--- config.mk ---
export PLATFORM = sky130hd
export DESIGN_NAME = fifo_read_arbiter
export DESIGN_NICKNAME = d
export VERILOG_FILES = /design/src/rtl/fifo_read_arbiter_pkg.sv /design/src/rtl/fifo_read_arbiter_rr_priority_pick.sv /design/src/rtl/fifo_read_arbiter.sv
export SDC_FILE = /design/constraint.sdc
export NUM_CORES = 1
export LEC_CHECK = 0
export BUFFER_PORTS_ARGS = -buffer_cell sky130_fd_sc_hd__buf_2
export CORE_MARGIN = 2
export CORE_UTILIZATION = 36
export DETAILED_ROUTE_END_ITERATION = 16
export PLACE_DENSITY_LB_ADDON = 0.15
export SYNTH_ARGS = -nofsm -noshare
export SYNTH_HDL_FRONTEND = slang
export SYNTH_SLANG_ARGS = --single-unit
export TNS_END_PERCENT = 100
--- constraint.sdc ---
create_clock -name clk -period 1.5 [get_ports clk]
set_clock_uncertainty 0.2 [all_clocks]
set_input_delay 0.15 -clock clk [delete_from_list [all_inputs] [get_ports clk]]
set_output_delay 0.15 -clock clk [all_outputs]
set_load 0.05 [all_outputs]
--- src/rtl/fifo_read_arbiter_pkg.sv ---
// Shared definitions for the decode-stage FIFO read arbiter: requester indices,
// arbitration state encoding and a one-hot to index helper.
package fifo_read_arbiter_pkg;

  localparam int REQ_OPCODE = 0;
  localparam int REQ_MODRM  = 1;
  localparam int REQ_IMMED  = 2;

  localparam int         MAX_REQ         = 8;
  localparam logic [3:0] INSTR_BYTES_MAX = 4'd15;

  typedef enum logic {
    IDLE  = 1'b0,
    OWNED = 1'b1
  } arb_state_t;

  function automatic int onehot_idx(input logic [MAX_REQ-1:0] oh);
    int idx;
    idx = 0;
    for (int i = 0; i < MAX_REQ; i++) begin
      if (oh[i]) idx = i;
    end
    return idx;
  endfunction

endpackage

--- src/rtl/fifo_read_arbiter_rr_priority_pick.sv ---
// Combinational one-hot winner select, zero latency, no backpressure.
// FIFO_ARB_ROUND_ROBIN_EN: search starts at i_ptr; otherwise lowest index wins.
module rr_priority_pick #(
  parameter int NUM_REQ = 3,
  parameter int PTR_W   = 2
) (
  input  logic [NUM_REQ-1:0] i_req,
  input  logic [PTR_W-1:0]   i_ptr,
  output logic [NUM_REQ-1:0] o_gnt
);

`ifdef FIFO_ARB_ROUND_ROBIN_EN
  int w_dist;
  int w_best;

  // Winner is the requester closest to the pointer, walking upward with wrap.
  always_comb begin
    o_gnt  = '0;
    w_dist = 0;
    w_best = NUM_REQ;
    for (int i = 0; i < NUM_REQ; i++) begin
      w_dist = (i + NUM_REQ - int'(i_ptr)) % NUM_REQ;
      if (i_req[i] && (w_dist < w_best)) begin
        w_best   = w_dist;
        o_gnt    = '0;
        o_gnt[i] = 1'b1;
      end
    end
  end
`else
  logic w_found;
  logic w_unused_ptr;

  assign w_unused_ptr = ^i_ptr;

  always_comb begin
    o_gnt   = '0;
    w_found = 1'b0;
    for (int i = 0; i < NUM_REQ; i++) begin
      if (i_req[i] && !w_found) begin
        o_gnt[i] = 1'b1;
        w_found  = 1'b1;
      end
    end
  end
`endif

endmodule

--- src/rtl/fifo_read_arbiter.sv ---
// Owns the prefetch FIFO read port for one decode consumer at a time; grant one cycle after req,
// no preemption, non-owner strobes are blocked and flagged. FIFO_ARB_ROUND_ROBIN_EN selects round robin.
module fifo_read_arbiter
  import fifo_read_arbiter_pkg::*;
#(
  parameter int NUM_REQ = 3
) (
  input  logic               clk,
  input  logic               reset_n,
  input  logic               flush,
  input  logic               instr_start,
  input  logic [NUM_REQ-1:0] req,
  input  logic [NUM_REQ-1:0] req_rd_en,
  output logic [NUM_REQ-1:0] grant,
  output logic [NUM_REQ-1:0] req_empty,
  output logic [7:0]         rd_data,
  output logic               fifo_rd_en,
  input  logic [7:0]         fifo_rd_data,
  input  logic               fifo_empty,
  output logic [3:0]         instr_bytes,
  output logic               protocol_err
);

  localparam int PTR_W = $clog2(NUM_REQ);

  arb_state_t         r_state;
  arb_state_t         w_state_nxt;
  logic [NUM_REQ-1:0] r_grant;
  logic [NUM_REQ-1:0] w_grant_nxt;
  logic [NUM_REQ-1:0] w_pick;
  logic [PTR_W-1:0]   r_ptr;
  logic [PTR_W-1:0]   w_ptr_nxt;
  logic [3:0]         r_bytes;
  logic               r_err;
  logic               w_owner_hold;
  logic               w_stray;
  int                 w_win_idx;

  rr_priority_pick #(
    .NUM_REQ (NUM_REQ),
    .PTR_W   (PTR_W)
  ) u_pick (
    .i_req (req),
    .i_ptr (r_ptr),
    .o_gnt (w_pick)
  );

  assign w_owner_hold = |(r_grant & req);
  assign w_stray      = |(req_rd_en & ~r_grant);

  always_ff @(posedge clk or negedge reset_n) begin
    if (!reset_n) begin
      r_state <= IDLE;
      r_grant <= '0;
    end else begin
      r_state <= w_state_nxt;
      r_grant <= w_grant_nxt;
    end
  end

  // A released owner has req low, so re-picking among req hands off without a bubble.
  always_comb begin
    w_state_nxt = r_state;
    w_grant_nxt = r_grant;
    if (flush) begin
      w_state_nxt = IDLE;
      w_grant_nxt = '0;
    end else begin
      case (r_state)
        IDLE: begin
          if (|req) begin
            w_state_nxt = OWNED;
            w_grant_nxt = w_pick;
          end
        end
        OWNED: begin
          if (!w_owner_hold) begin
            w_grant_nxt = w_pick;
            w_state_nxt = (|req) ? OWNED : IDLE;
          end
        end
      endcase
    end
  end

  always_comb begin
    grant        = r_grant;
    req_empty    = {NUM_REQ{fifo_empty}} | ~r_grant;
    fifo_rd_en   = ~fifo_empty & (|(req_rd_en & r_grant)) & ~flush;
    rd_data      = fifo_rd_data;
    instr_bytes  = r_bytes;
    protocol_err = r_err;
  end

  // Pointer names the requester that gets first look next time: one past the latest owner.
  always_comb begin
    w_win_idx = onehot_idx(MAX_REQ'(w_grant_nxt));
    w_ptr_nxt = (w_win_idx + 1 >= NUM_REQ) ? '0 : PTR_W'(w_win_idx + 1);
  end

  always_ff @(posedge clk or negedge reset_n) begin
    if (!reset_n) begin
      r_ptr <= '0;
    end else if (|w_grant_nxt) begin
      r_ptr <= w_ptr_nxt;
    end
  end

  always_ff @(posedge clk or negedge reset_n) begin
    if (!reset_n) begin
      r_bytes <= '0;
    end else if (flush) begin
      r_bytes <= '0;
    end else if (fifo_rd_en) begin
      if (instr_start) begin
        r_bytes <= 4'd1;
      end else if (r_bytes != INSTR_BYTES_MAX) begin
        r_bytes <= r_bytes + 4'd1;
      end
    end else if (instr_start) begin
      r_bytes <= '0;
    end
  end

  always_ff @(posedge clk or negedge reset_n) begin
    if (!reset_n) begin
      r_err <= 1'b0;
    end else if (w_stray) begin
      r_err <= 1'b1;
    end
  end

endmodule
Word-level counts from Yosys, hierarchy flattened
Index checks and enable logic that the tools add are counted.

Reductions and logical operators: 12. Bitwise logic cells: 10. Add/sub/neg operators: 1. Equal/unequal tests: 3. Muxes and demuxes: 17.

Operators by type and width (count): 4-bit 2-to-1 mux (5); 3-bit OR reduction (4); 3-bit bitwise AND (3); 3-bit 2-to-1 mux (3); 1-bit 2-to-1 mux (7); 3-bit != test, second input constant (2); 3-bit case mux with 2 select lines (1); 3-bit nonzero test (2); 4-bit by 1-bit adder with 4-bit output, second input constant (1); 4-bit != test, second input constant (1); 2-bit AND reduction (2); 1-bit NOT (3); 3-bit NOT (1); 3-bit OR (1); 1-bit bitwise AND (2); 1-bit logical AND (2); 1-bit logical NOT (2); 1-bit case mux with 2 select lines (1).

Output and inout bits: 20. Logic and storage cells: 47. Bits of input ports: 19. Register bits after elaboration: 9.

Longest topological paths before layout
Gate-level depths: netlist of the first run.

Word-level depth: 10. Depth in mapped cells: 4. Depth with buffers taken out: 4.

By module
Synthesis of the first run repeated with hierarchy kept, for this count alone.

Cells, all modules: 67. Area total of the unflattened synthesis: 660.6 µm².

Modules (own cells, without submodules): fifo_read_arbiter (instances 1, seq. area each 275.3 µm², area an instance 634.4 µm², cells an instance 64); rr_priority_pick (instances 1, seq. area each 0.0 µm², area an instance 26.3 µm², cells an instance 3).

Worst setup path after synthesis of the first run
Ideal clock, no wire load.

Kind: reg-to-output. From: register r_grant[1], in the netlist grant[1]. To: output fifo_rd_en. Arrival time: 2.046 ns. Setup slack: -0.896 ns. Buffers on the path: 0. Stages on the path, launching flop included: 3. Data required time: 1.150 ns. Path through: dfrtp_1 -> a222oi_1 -> nor3_1.

Word-level cells in the longest chain between the ends: 4.

Ends and longest elaborated chain: start, declared (line fifo_read_arbiter.sv:28) `logic [NUM_REQ-1:0] r_grant;`; start signal, assigned (line fifo_read_arbiter.sv:57) `r_grant <= w_grant_nxt;`; 3-bit bitwise AND (line fifo_read_arbiter.sv:89) `fifo_rd_en = ~fifo_empty & (|(req_rd_en & r_grant)) & ~flush;`; 3-bit OR reduction (line fifo_read_arbiter.sv:89); 1-bit bitwise AND (2 in a row) (line fifo_read_arbiter.sv:89); end, declared (line fifo_read_arbiter.sv:17) `output logic fifo_rd_en,`.

Every way passes these cells.

Final worst setup path of the first run
From: register r_grant[0], in the netlist grant[0]. To: output fifo_rd_en.

Same word-level chain as after synthesis.

==> impl_results.md, run 1 <==
- I/O pins: 39
- CTS tree: done
- Largest net degree at the start of global routing: 11
- DRC violations left: 0
- Max Fanout on Critical Path: 2
- Synth Instances: 66
- Port Buf Inserts: 22
- Arrival @ worst endpoint: 1.37 ns
- Total wire length: 1540 um
- Synthesized area: 594 um2
- Reg2Reg Depth: 6
- Tmin final: 1.72 ns
- Final Hold Fails: 2
- Chip width: 44.6 um
- Reg2reg start: grant[0]
- Max cap viols: 0
- RSZ-0062 raised after global routing: true
- Antenna diode count: 0
- Slew @ Worst Pin: 0.383 ns
- Worst Setup Slack post-DPL: -0.0929 ns
- Hold Path Stages: 3
- Crit share post-route: 115%
- Starting Density: 39.0%
- Reg clk slew, reported paths: 0.07 ns
- Longest Clk Path Bufs: 2
- Syn-to-layout area delta: 43.8%
- Routability cong.: 0.818
- Status: finished with violations
- Nets: 118
- Failing checks: negative hold slack, negative setup slack
- FF+latch count, synth: 9
- Setup-failing EPs final: 5
- Setup TNS: -0.767 ns
- Fmax: 582 MHz
- Clock Latency Late Sink: 0.27 ns
- Die area: 1990 um2
- WHS Endpoint: protocol_err
- Cell Pwr Density: 711 nW/um2
- Iteration-0 DRC Markers: 15
- Worst EP required: 1.15 ns
- H-tree depth: 1
- Reg2Reg Setup Slack: -0.16 ns
- CTS buffer count: 3
- R2r endpoint: instr_bytes[1]
- Leak: 0.411 nW
- GRT Overall Usage: 17.2%
- Synth cell types: 27
- Hold Crit Start: req_rd_en[0]
- Worst VDD drop: 436 uV
- Final Worst Setup Slack: -0.218 ns
- Die Y-Extent: 44.6 um
- Hold Slack: -0.0690 ns
- Share of cells above drive strength 1: 41.2%
- DR WL/cell: 13.6 um
- Number of global-route vias before repair: 562
- # fillers: 152
- Setup crit end kind: output port
- Post-DP HPWL: 1090 um
- Setup Crit Path Kind: reg2out
- Syn Nets: 86
- Max-slew headroom: 74.3%
- Initial antenna violation count: 0
- Post-route ant nets: 0
- CTS root buf: clkbuf_4
- Final Max Slew Viols: 0
- Core Area: 1520 um2
- Clk sinks: 9
- Vias: 611
- DRT Pass-1 Iters: 4
- First-pass GRT wire length: 2420 um
- Grt total ovfl: 0
- Crit start category: register
- Worst Hold Class: in2reg
- Yosys Warn Count: 0
- Sequential share of the synthesized area: 37.9%
- Vias/cell: 5.41
- Avg Inst Size Synth: 9.00 um2
- Row count: 14
==> per-layer routing <==
layer | share of wire (%) | track usage [%] | up-vias
met4 | 0.65 | 7.27 | 0
met2 | 44 | 24.6 | 27
met5 | 0 | 0 | -
met3 | 9.0 | 7.35 | 2
li1 | - | - | 294
met1 | 46 | 22.3 | 288
==> final cells by class <==
cell class	count	area, um2	area share [%]
multi-input combinational	46	320	37.5
timing repair buffer	37	255	29.9
sequential	9	229	26.8
clock buffer	4	26.3	3.07
tap	16	20.0	2.34
inverter	1	3.75	0.439
==> Yosys cell counts (all sizes together) <==
library cell  n  area (um2)
o32ai         1        8.76
or3           1        6.26
a211oi        1        7.51
mux2i         4        40.0
clkbuf        2        7.51
nand3         2        10.0
nor2          4        15.0
a22oi         1        7.51
a222oi        1        10.0
nor4          1        6.26
inv           1        3.75
nor3          3        15.0
buf           8        60.1
and3          1        6.26
o211a         1        10.0
a2bb2oi       1        8.76
ha            1        12.5
a21oi         3        15.0
nor3b         1        7.51
nand2         6        22.5
o21bai        2        15.0
dfrtp         9         225
a31oi         1        6.26
nand2b        6        37.5
a21boi        1        7.51
or4           1        7.51
or2b          2        15.0
==> critical path, cell delays in order (launching register included) <==
cell	delay [ns]
dfrtp_2	0.40
a222oi_1	0.33
buf_4	0.19
nor3_4	0.03
buf_6	0.15
==> worst max-delay path by stage <==
stage,from,endpoint,slack [ns],cells past startpoint
CTS,grant[0],fifo_rd_en,-0.23,4
detailed placement,grant[0],instr_bytes[0],-0.09,5
floorplan,grant[0],instr_bytes[2],-0.39,3
global placement,instr_bytes[0],instr_bytes[3],-0.11,4
global route,grant[0],fifo_rd_en,-0.27,4
finish,grant[0],fifo_rd_en,-0.22,4
==> cells by family after synthesis <==
logic type | share of synthesized area [%]
simple gates | 25.1
fa+ha+maj | 2.10
compound gates | 16.2
buf+inv | 12.0
mux | 6.74
flops | 37.9
==> placed cells by master (no fill, tap or decap) <==
| cell | n |
|---|---|
| buf_2 | 18 |
| buf_4 | 10 |
| nand2b_1 | 6 |
| nand2_1 | 6 |
| dlygate4sd3_1 | 6 |
| dfrtp_1 | 6 |
| nor2_1 | 4 |
| mux2i_1 | 4 |
| clkbuf_4 | 4 |
| a21oi_1 | 3 |
| dfrtp_2 | 3 |
| or2b_1 | 2 |
| o21bai_1 | 2 |
| nand3_1 | 2 |
| buf_6 | 2 |
| a222oi_1 | 1 |
| nor3_4 | 1 |
| nor3_2 | 1 |
| a21boi_1 | 1 |
| a22oi_1 | 1 |
| a2bb2oi_2 | 1 |
| nor3b_1 | 1 |
| or4_1 | 1 |
| o211a_1 | 1 |
| and3_1 | 1 |
| nor3_1 | 1 |
| a211oi_1 | 1 |
| or3_1 | 1 |
| nor4_1 | 1 |
| inv_1 | 1 |
| a31oi_1 | 1 |
| o32ai_1 | 1 |
| ha_1 | 1 |
| clkbuf_1 | 1 |
==> where the power goes <==
group	switching, mW	internal (mW)
Sequential	0.00428	0.250
Clock	0.0918	0.103
Combinational	0.0909	0.0671
==> sequential cells by signal, indices dropped and copies added, names as in the netlist <==
register,cells
instr_bytes,4
grant,3
protocol_err,1
r_state,1
==> repair_timing <==
action                                  CTS  global route
resized for setup                         4             6
hold endpoints to repair                 14             2
hold buffers                              6             1
setup buffers                             1             0
cloned                                    0             0
pin swaps                                 2             2
endpoints found under the setup margin    6            10
==> metrics by stage <==
step | instances | utilization [%] | power (mW) | area [um2]
finish | 113 | 56.1 | 0.607 | 855
global route | 113 | 56.1 | 0.641 | 855
CTS | 113 | 55.0 | 0.611 | 838
detailed placement | 102 | 48.0 | 0.393 | 732
global placement | 102 | 48.0 | 0.393 | 732
floorplan | 66 | - | 0.397 | 609
Power figures use the tool's default switching activity.
==> run 2: changes to the inputs <==
--- a/config.mk
+++ b/config.mk
@@ -8,7 +8,9 @@
 export BUFFER_PORTS_ARGS = -buffer_cell sky130_fd_sc_hd__buf_2
 export CORE_MARGIN = 2
 export CORE_UTILIZATION = 36
+export CTS_CLUSTER_SIZE = 16
 export DETAILED_ROUTE_END_ITERATION = 16
+export MAX_ROUTING_LAYER = met4
 export PLACE_DENSITY_LB_ADDON = 0.15
 export SYNTH_ARGS = -nofsm -noshare
 export SYNTH_HDL_FRONTEND = slang
==> run 2 against run 1 <==
Compared with the run above:
- the run still ends with negative hold slack, negative setup slack left
- routed wire length is the same
- combinational power about the same
- hold slack hardly changed
- global-route usage up 0.52 points
- total power is essentially flat
- critical path depth stayed put
- core utilization did not move
- final area stayed put
- register-to-register slack about the same
- sequential cell count unchanged
- via count is 0.49% lower
==> impl_results.md, run 2 (synthesis results as in run 1) <==
- Status: finished with violations
- Failing checks: negative hold slack, negative setup slack
- I/O pins: 39 (unchanged)
- Max cap viols: 0 (unchanged)
- Initial antenna violation count: 0 (unchanged)
- First-pass GRT wire length: 2430 um (+0.29%)
- Most frequent cells in the layout: buf_2 (18), buf_4 (10)
- Reg2Reg Setup Slack: -0.16 ns (about the same)
- Leak: 0.411 nW (unchanged)
- Vias/cell: 5.38 (-0.49%)
- Core Area: 1520 um2 (unchanged)
- RSZ-0062 raised after global routing: true
- Iteration-0 DRC Markers: 15 (unchanged)
- Critical Path Source: grant[0]
- GRT Overall Usage: 17.7% (+0.52 points)
- DRC violations left: 0 (unchanged)
- Max reg flops: 4 (unchanged)
- CTS buffer count: 3 (unchanged)
- Longest Clk Path Bufs: 2 (unchanged)
- Commonest non-fill, non-tap cell in the layout: buf_2
- R2r endpoint: instr_bytes[1]
- Final Hold Fails: 2 (unchanged)
- Crit start category: register
- Setup-failing EPs final: 5 (unchanged)
- Cell Pwr Density: 711 nW/um2 (about the same)
- Reg2Reg Depth: 6 (unchanged)
- Fmax: 582 MHz (about the same)
- Setup Crit Path Kind: reg2out
- Routability cong.: 0.830 (+1.5%)
- Post-DP HPWL: 1090 um (unchanged)
- Port Buf Inserts: 22 (unchanged)
- Max Fanout on Critical Path: 2 (unchanged)
- CTS tree: done
- Crit share post-route: 115% (about the same)
- Final Worst Setup Slack: -0.218 ns (+0.000203 ns)
- WHS Endpoint: protocol_err
- Met3 Wirelength: 139 um (unchanged)
- Max-slew headroom: 74.3% (about the same)
- DRT Pass-1 Iters: 4 (unchanged)
- Hold Path Stages: 3 (unchanged)
- Number of global-route vias before repair: 560 (-0.36%)
- Top layer in use: met4
- Clk sinks: 9 (unchanged)
- Total wire length: 1540 um (unchanged)
- Slew @ Worst Pin: 0.383 ns (+0.0000381 ns)
- Worst EP required: 1.15 ns (about the same)
- Syn-to-layout area delta: 43.8% (unchanged)
- Share of cells above drive strength 1: 41.2% (unchanged)
- Worst VDD drop: 437 uV (about the same)
- Starting Density: 39.0% (unchanged)
- Grt total ovfl: 0 (unchanged)
- Met2 routed WL: 680 um (+0.15%)
- DR WL/cell: 13.6 um (unchanged)
- H-tree depth: 1 (unchanged)
- Worst Hold Class: in2reg
- Hold Slack: -0.0691 ns (-0.0000956 ns)
- Arrival @ worst endpoint: 1.37 ns (about the same)
- Placed cells: 102 (unchanged)
- Setup crit end kind: output port
- Chip width: 44.6 um (unchanged)
- Hold Crit Start: req_rd_en[0]
- Nets: 118 (unchanged)
- Final Power: 0.607 mW (about the same)
- Setup TNS: -0.768 ns (-0.000802 ns)
- Routed metal-1 wirelength: 706 um (-0.28%)
- Antenna diode count: 0 (unchanged)
- Clock Latency Late Sink: 0.27 ns (about the same)
- Row count: 14 (unchanged)
- CTS root buf: clkbuf_4
- Reg2reg start: grant[0]
- Vias: 608 (-0.49%)
- Post-route ant nets: 0 (unchanged)
- Final Max Slew Viols: 0 (unchanged)
- Layout Cells excl Fill: 113 (unchanged)
- Largest net degree at the start of global routing: 11 (unchanged)
- Reg clk slew, reported paths: 0.07 ns (about the same)
- Die Y-Extent: 44.6 um (unchanged)
- Tmin final: 1.72 ns (-0.000203 ns)
- Die area: 1990 um2 (unchanged)
run 2: cell counts in the layout (fill, tap and decap cells not counted):
Identical to the previous run, type by type.
run 2: how the worst max path moves through the flow:
stage,to,cells past startpoint,slack [ns]
floorplan,instr_bytes[2],3,-0.39
global placement,instr_bytes[3],4,-0.11
detailed placement,instr_bytes[0],5,-0.09
CTS,fifo_rd_en,4,-0.23
global route,fifo_rd_en,4,-0.27
finish,fifo_rd_en,4,-0.22
run 2: final cells by class:
| type | count | area, um2 |
|---|---|---|
| fill | 152 | 669 |
| sequential | 9 | 229 |
| tap | 16 | 20.0 |
| multi-input combinational | 46 | 320 |
| inverter | 1 | 3.75 |
| timing repair buffer | 37 | 255 |
| clock buffer | 4 | 26.3 |
run 2: power by group:
group / switching (mW) / internal, mW / total [mW]
Sequential: 0.00429 / 0.250 / 0.255
Combinational: 0.0910 / 0.0671 / 0.158
Clock: 0.0918 / 0.103 / 0.195
run 2: worst max-delay path, cell delays in order (launching register included):
cell      delay, ns
dfrtp_2        0.40
a222oi_1       0.34
buf_4          0.19
nor3_4         0.03
buf_6          0.15
run 2: layer usage:
metal  vias to the layer above  global-route usage, %
li1                        293                      -
met1                       288                   22.3
met2                        25                   24.6
met3                         2                   7.35
met4                         0                   7.27
met5                         -                      -
run 2: metrics by stage:
step	area [um2]	worst slack, ns	hold WS [ns]	utilization [%]
4_1_cts	838	-0.227	-0.0733	55.0
2_1_floorplan	609	-0.393	-0.346	-
5_1_grt	855	-0.269	-0.0554	56.1
3_3_place_gp	732	-0.109	-0.181	48.0
6_report	855	-0.218	-0.0691	56.1
3_5_place_dp	732	-0.0929	-0.184	48.0
run 2: repair_timing:
action / in CTS / in global routing
hold endpoints to repair: 14 / 2
setup endpoints to repair: 6 / 10
setup buffers: 1 / 0
hold buffers: 6 / 1
pin swaps: 2 / 2
gates cloned: 0 / 0
gates resized for setup: 4 / 6
==> run 3: changes to the inputs <==
--- a/config.mk
+++ b/config.mk
@@ -12,6 +12,7 @@
 export DETAILED_ROUTE_END_ITERATION = 16
 export MAX_ROUTING_LAYER = met4
 export PLACE_DENSITY_LB_ADDON = 0.15
+export SETUP_SLACK_MARGIN = 0.1
 export SYNTH_ARGS = -nofsm -noshare
 export SYNTH_HDL_FRONTEND = slang
 export SYNTH_SLANG_ARGS = --single-unit
==> run 3 against run 2 <==
Compared with the run above:
- the run still ends with negative hold slack, negative setup slack left
- via count fell by 0.49%
- combinational power is 21% higher
- critical path depth did not move
- routed wire length grew 2.0%
- die area stayed put
- final area is 12% higher
- first-iteration DRC count decreased by 47%
- final cell count increased by 3.5%
- non-clock buffer count rose by 4
- register-to-register slack gained 0.04 ns
- sequential share of layout area fell by 2.9 points
- critical endpoint unchanged
==> impl_results.md, run 3 (synthesis results as in run 1) <==
- # fillers: 136 (-11%)
- Die Y-Extent: 44.6 um (unchanged)
- Routability cong.: 0.793 (-4.5%)
- Number of global-route vias before repair: 567 (+1.3%)
- Commonest non-fill, non-tap cell in the layout: buf_2
- Post-DP HPWL: 1080 um (-1.1%)
- Reg2Reg Setup Slack: -0.12 ns (+0.04 ns)
- Max cap viols: 0 (unchanged)
- Status: finished with violations
- Setup TNS: -0.644 ns (+0.124 ns)
- CP cell instances: a222oi_1 -> buf_4 -> nor3_4 -> buf_6
- Leak: 0.451 nW (+9.8%)
- Max reg flops: 4 (unchanged)
- Setup Crit Path Kind: reg2out
- Post-route ant nets: 0 (unchanged)
- Worst Hold Class: in2reg
- Tmin final: 1.71 ns (-0.00945 ns)
- Largest net degree at the start of global routing: 11 (unchanged)
- Nets: 122 (+3.4%)
- Final Worst Setup Slack: -0.209 ns (+0.00945 ns)
- Share of cells above drive strength 1: 46.5% (+5.3 points)
- GRT Overall Usage: 18.2% (+0.53 points)
- Clk sinks: 9 (unchanged)
- Initial antenna violation count: 0 (unchanged)
- Failing checks: negative hold slack, negative setup slack
- Clk network pwr share: 30.1% (-1.9 points)
- CTS root buf: clkbuf_4
- Setup-failing EPs final: 6 (+1)
- Longest Clk Path Bufs: 2 (unchanged)
- Core Area: 1520 um2 (unchanged)
- DRC violations left: 0 (unchanged)
- Total wire length: 1570 um (+2.0%)
- Max Fanout on Critical Path: 2 (unchanged)
- I/O pins: 39 (unchanged)
- Net switching power: 0.194 mW (+3.9%)
- Max-slew headroom: 68.4% (-5.9 points)
- DR WL/cell: 13.4 um (-1.5%)
- Port Buf Inserts: 22 (unchanged)
- Die area: 1990 um2 (unchanged)
- Hold_buf cts: 6 (unchanged)
- Syn-to-layout area delta: 61.5%
- Sequential fraction of design power: 40.0% (-1.9 points)
- Slowest Stage Delay on Critical Path: 0.40 ns (about the same)
- Row count: 14 (unchanged)
- Combinational Power Share: 29.9% (+3.9 points)
- DRT Pass-1 Iters: 4 (unchanged)
- Reg clk slew, reported paths: 0.06 ns (about the same)
- Worst VDD drop: 553 uV (+27%)
- CTS tree: done
- Slew @ Worst Pin: 0.470 ns (+0.0865 ns)
- Cell Pwr Density: 666 nW/um2 (-6.3%)
- Final Max Slew Viols: 0 (unchanged)
- Setup crit end kind: output port
- Vias/cell: 5.17 (-3.9%)
- Worst EP required: 1.15 ns (about the same)
- Vias: 605 (-0.49%)
- Dpl cell area: 746 um2 (+1.9%)
- Internal: 0.445 mW (+5.9%)
- Chip width: 44.6 um (unchanged)
- Starting Density: 39.0% (unchanged)
- RSZ-0062 raised after global routing: true
- Net Sw Frac: 30.4% (-0.41 points)
- Clock Latency Late Sink: 0.26 ns (about the same)
- Worst Setup Slack post-DPL: -0.101 ns (-0.00828 ns)
- Design Area, Final: 960 um2 (+12%)
- Hold Slack: -0.0539 ns (+0.0151 ns)
- Most frequent cells in the layout: buf_2 (16), buf_6 (9), buf_4 (9)
- Fmax: 585 MHz (+0.55%)
- Grt total ovfl: 0 (unchanged)
- Iteration-0 DRC Markers: 8 (-7)
- Antenna diode count: 0 (unchanged)
- Final Hold Fails: 1 (-1)
- H-tree depth: 1 (unchanged)
- Arrival @ worst endpoint: 1.36 ns (about the same)
- Crit share post-route: 114% (-0.63 points)
- Crit start category: register
- First-pass GRT wire length: 2500 um (+2.8%)
- CTS buffer count: 3 (unchanged)
- Slowest CP cell: dfrtp_2
==> run 3: layout make-up <==
| class | instances | area [um2] | share of cell area [%] |
|---|---|---|---|
| clock buffers | 4 | 26.3 | 2.74 |
| inverters | 1 | 3.75 | 0.391 |
| multi-input cells | 46 | 357 | 37.2 |
| flip-flops and latches | 9 | 229 | 23.9 |
| well taps | 16 | 20.0 | 2.09 |
| repair buffers | 41 | 324 | 33.8 |
==> run 3: power groups by stage <==
stage          Sequential [mW]  Combinational, mW  Clock (mW)
3_3_place_gp             0.259              0.139           0
4_1_cts                  0.256              0.183       0.197
5_1_grt                  0.256              0.205       0.212
2_1_floorplan            0.282              0.118           0
3_5_place_dp             0.259              0.139           0
6_report                 0.256              0.191       0.192
==> run 3: what timing repair did <==
action,CTS,global route
buffers inserted,3,4
setup endpoints to repair,11,12
endpoints found under the hold margin,13,1
gates resized for setup,20,7
pin swaps,3,3
==> run 3: metal layers <==
metal  GRT usage (%)  vias up  part of all wire, %  wire [um]
met4            7.88        0                  1.1         17
met1            24.4      283                   45        708
li1                -      299                    -          -
met2            25.5       21                   47        742
met5               -        -                    0          0
met3            4.90        2                  6.4        101
==> run 3: critical path: cells and delay by family (launching register included) <==
| family | cells | cell delay [ns] |
|---|---|---|
| AO/OA/AOI/OAI | 1 | 0.32 |
| buffers and inverters | 2 | 0.34 |
| flip-flops | 1 | 0.40 |
| AND/OR/NAND/NOR | 1 | 0.04 |
==> run 3: final timing paths <==
| check | from | endpoint | cells past startpoint |
|---|---|---|---|
| min in group asynchronous | reset_n | instr_bytes[0] | 2 |
| max in group asynchronous | reset_n | grant[2] | 2 |
| hold / removal | req_rd_en[0] | protocol_err | 3 |
| setup reg to reg | grant[1] | instr_bytes[3] | 6 |
| setup / recovery | grant[0] | fifo_rd_en | 4 |
| hold reg to reg | protocol_err | protocol_err | 2 |
==> run 3: metrics by stage <==
stage	hold slack, ns	utilization, %	instances	power, mW
floorplan	-0.346	-	66	0.399
CTS	-0.0559	61.2	116	0.636
global route	-0.0539	63.0	117	0.673
global placement	-0.180	48.9	103	0.398
finish	-0.0539	63.0	117	0.639
detailed placement	-0.181	48.9	103	0.398
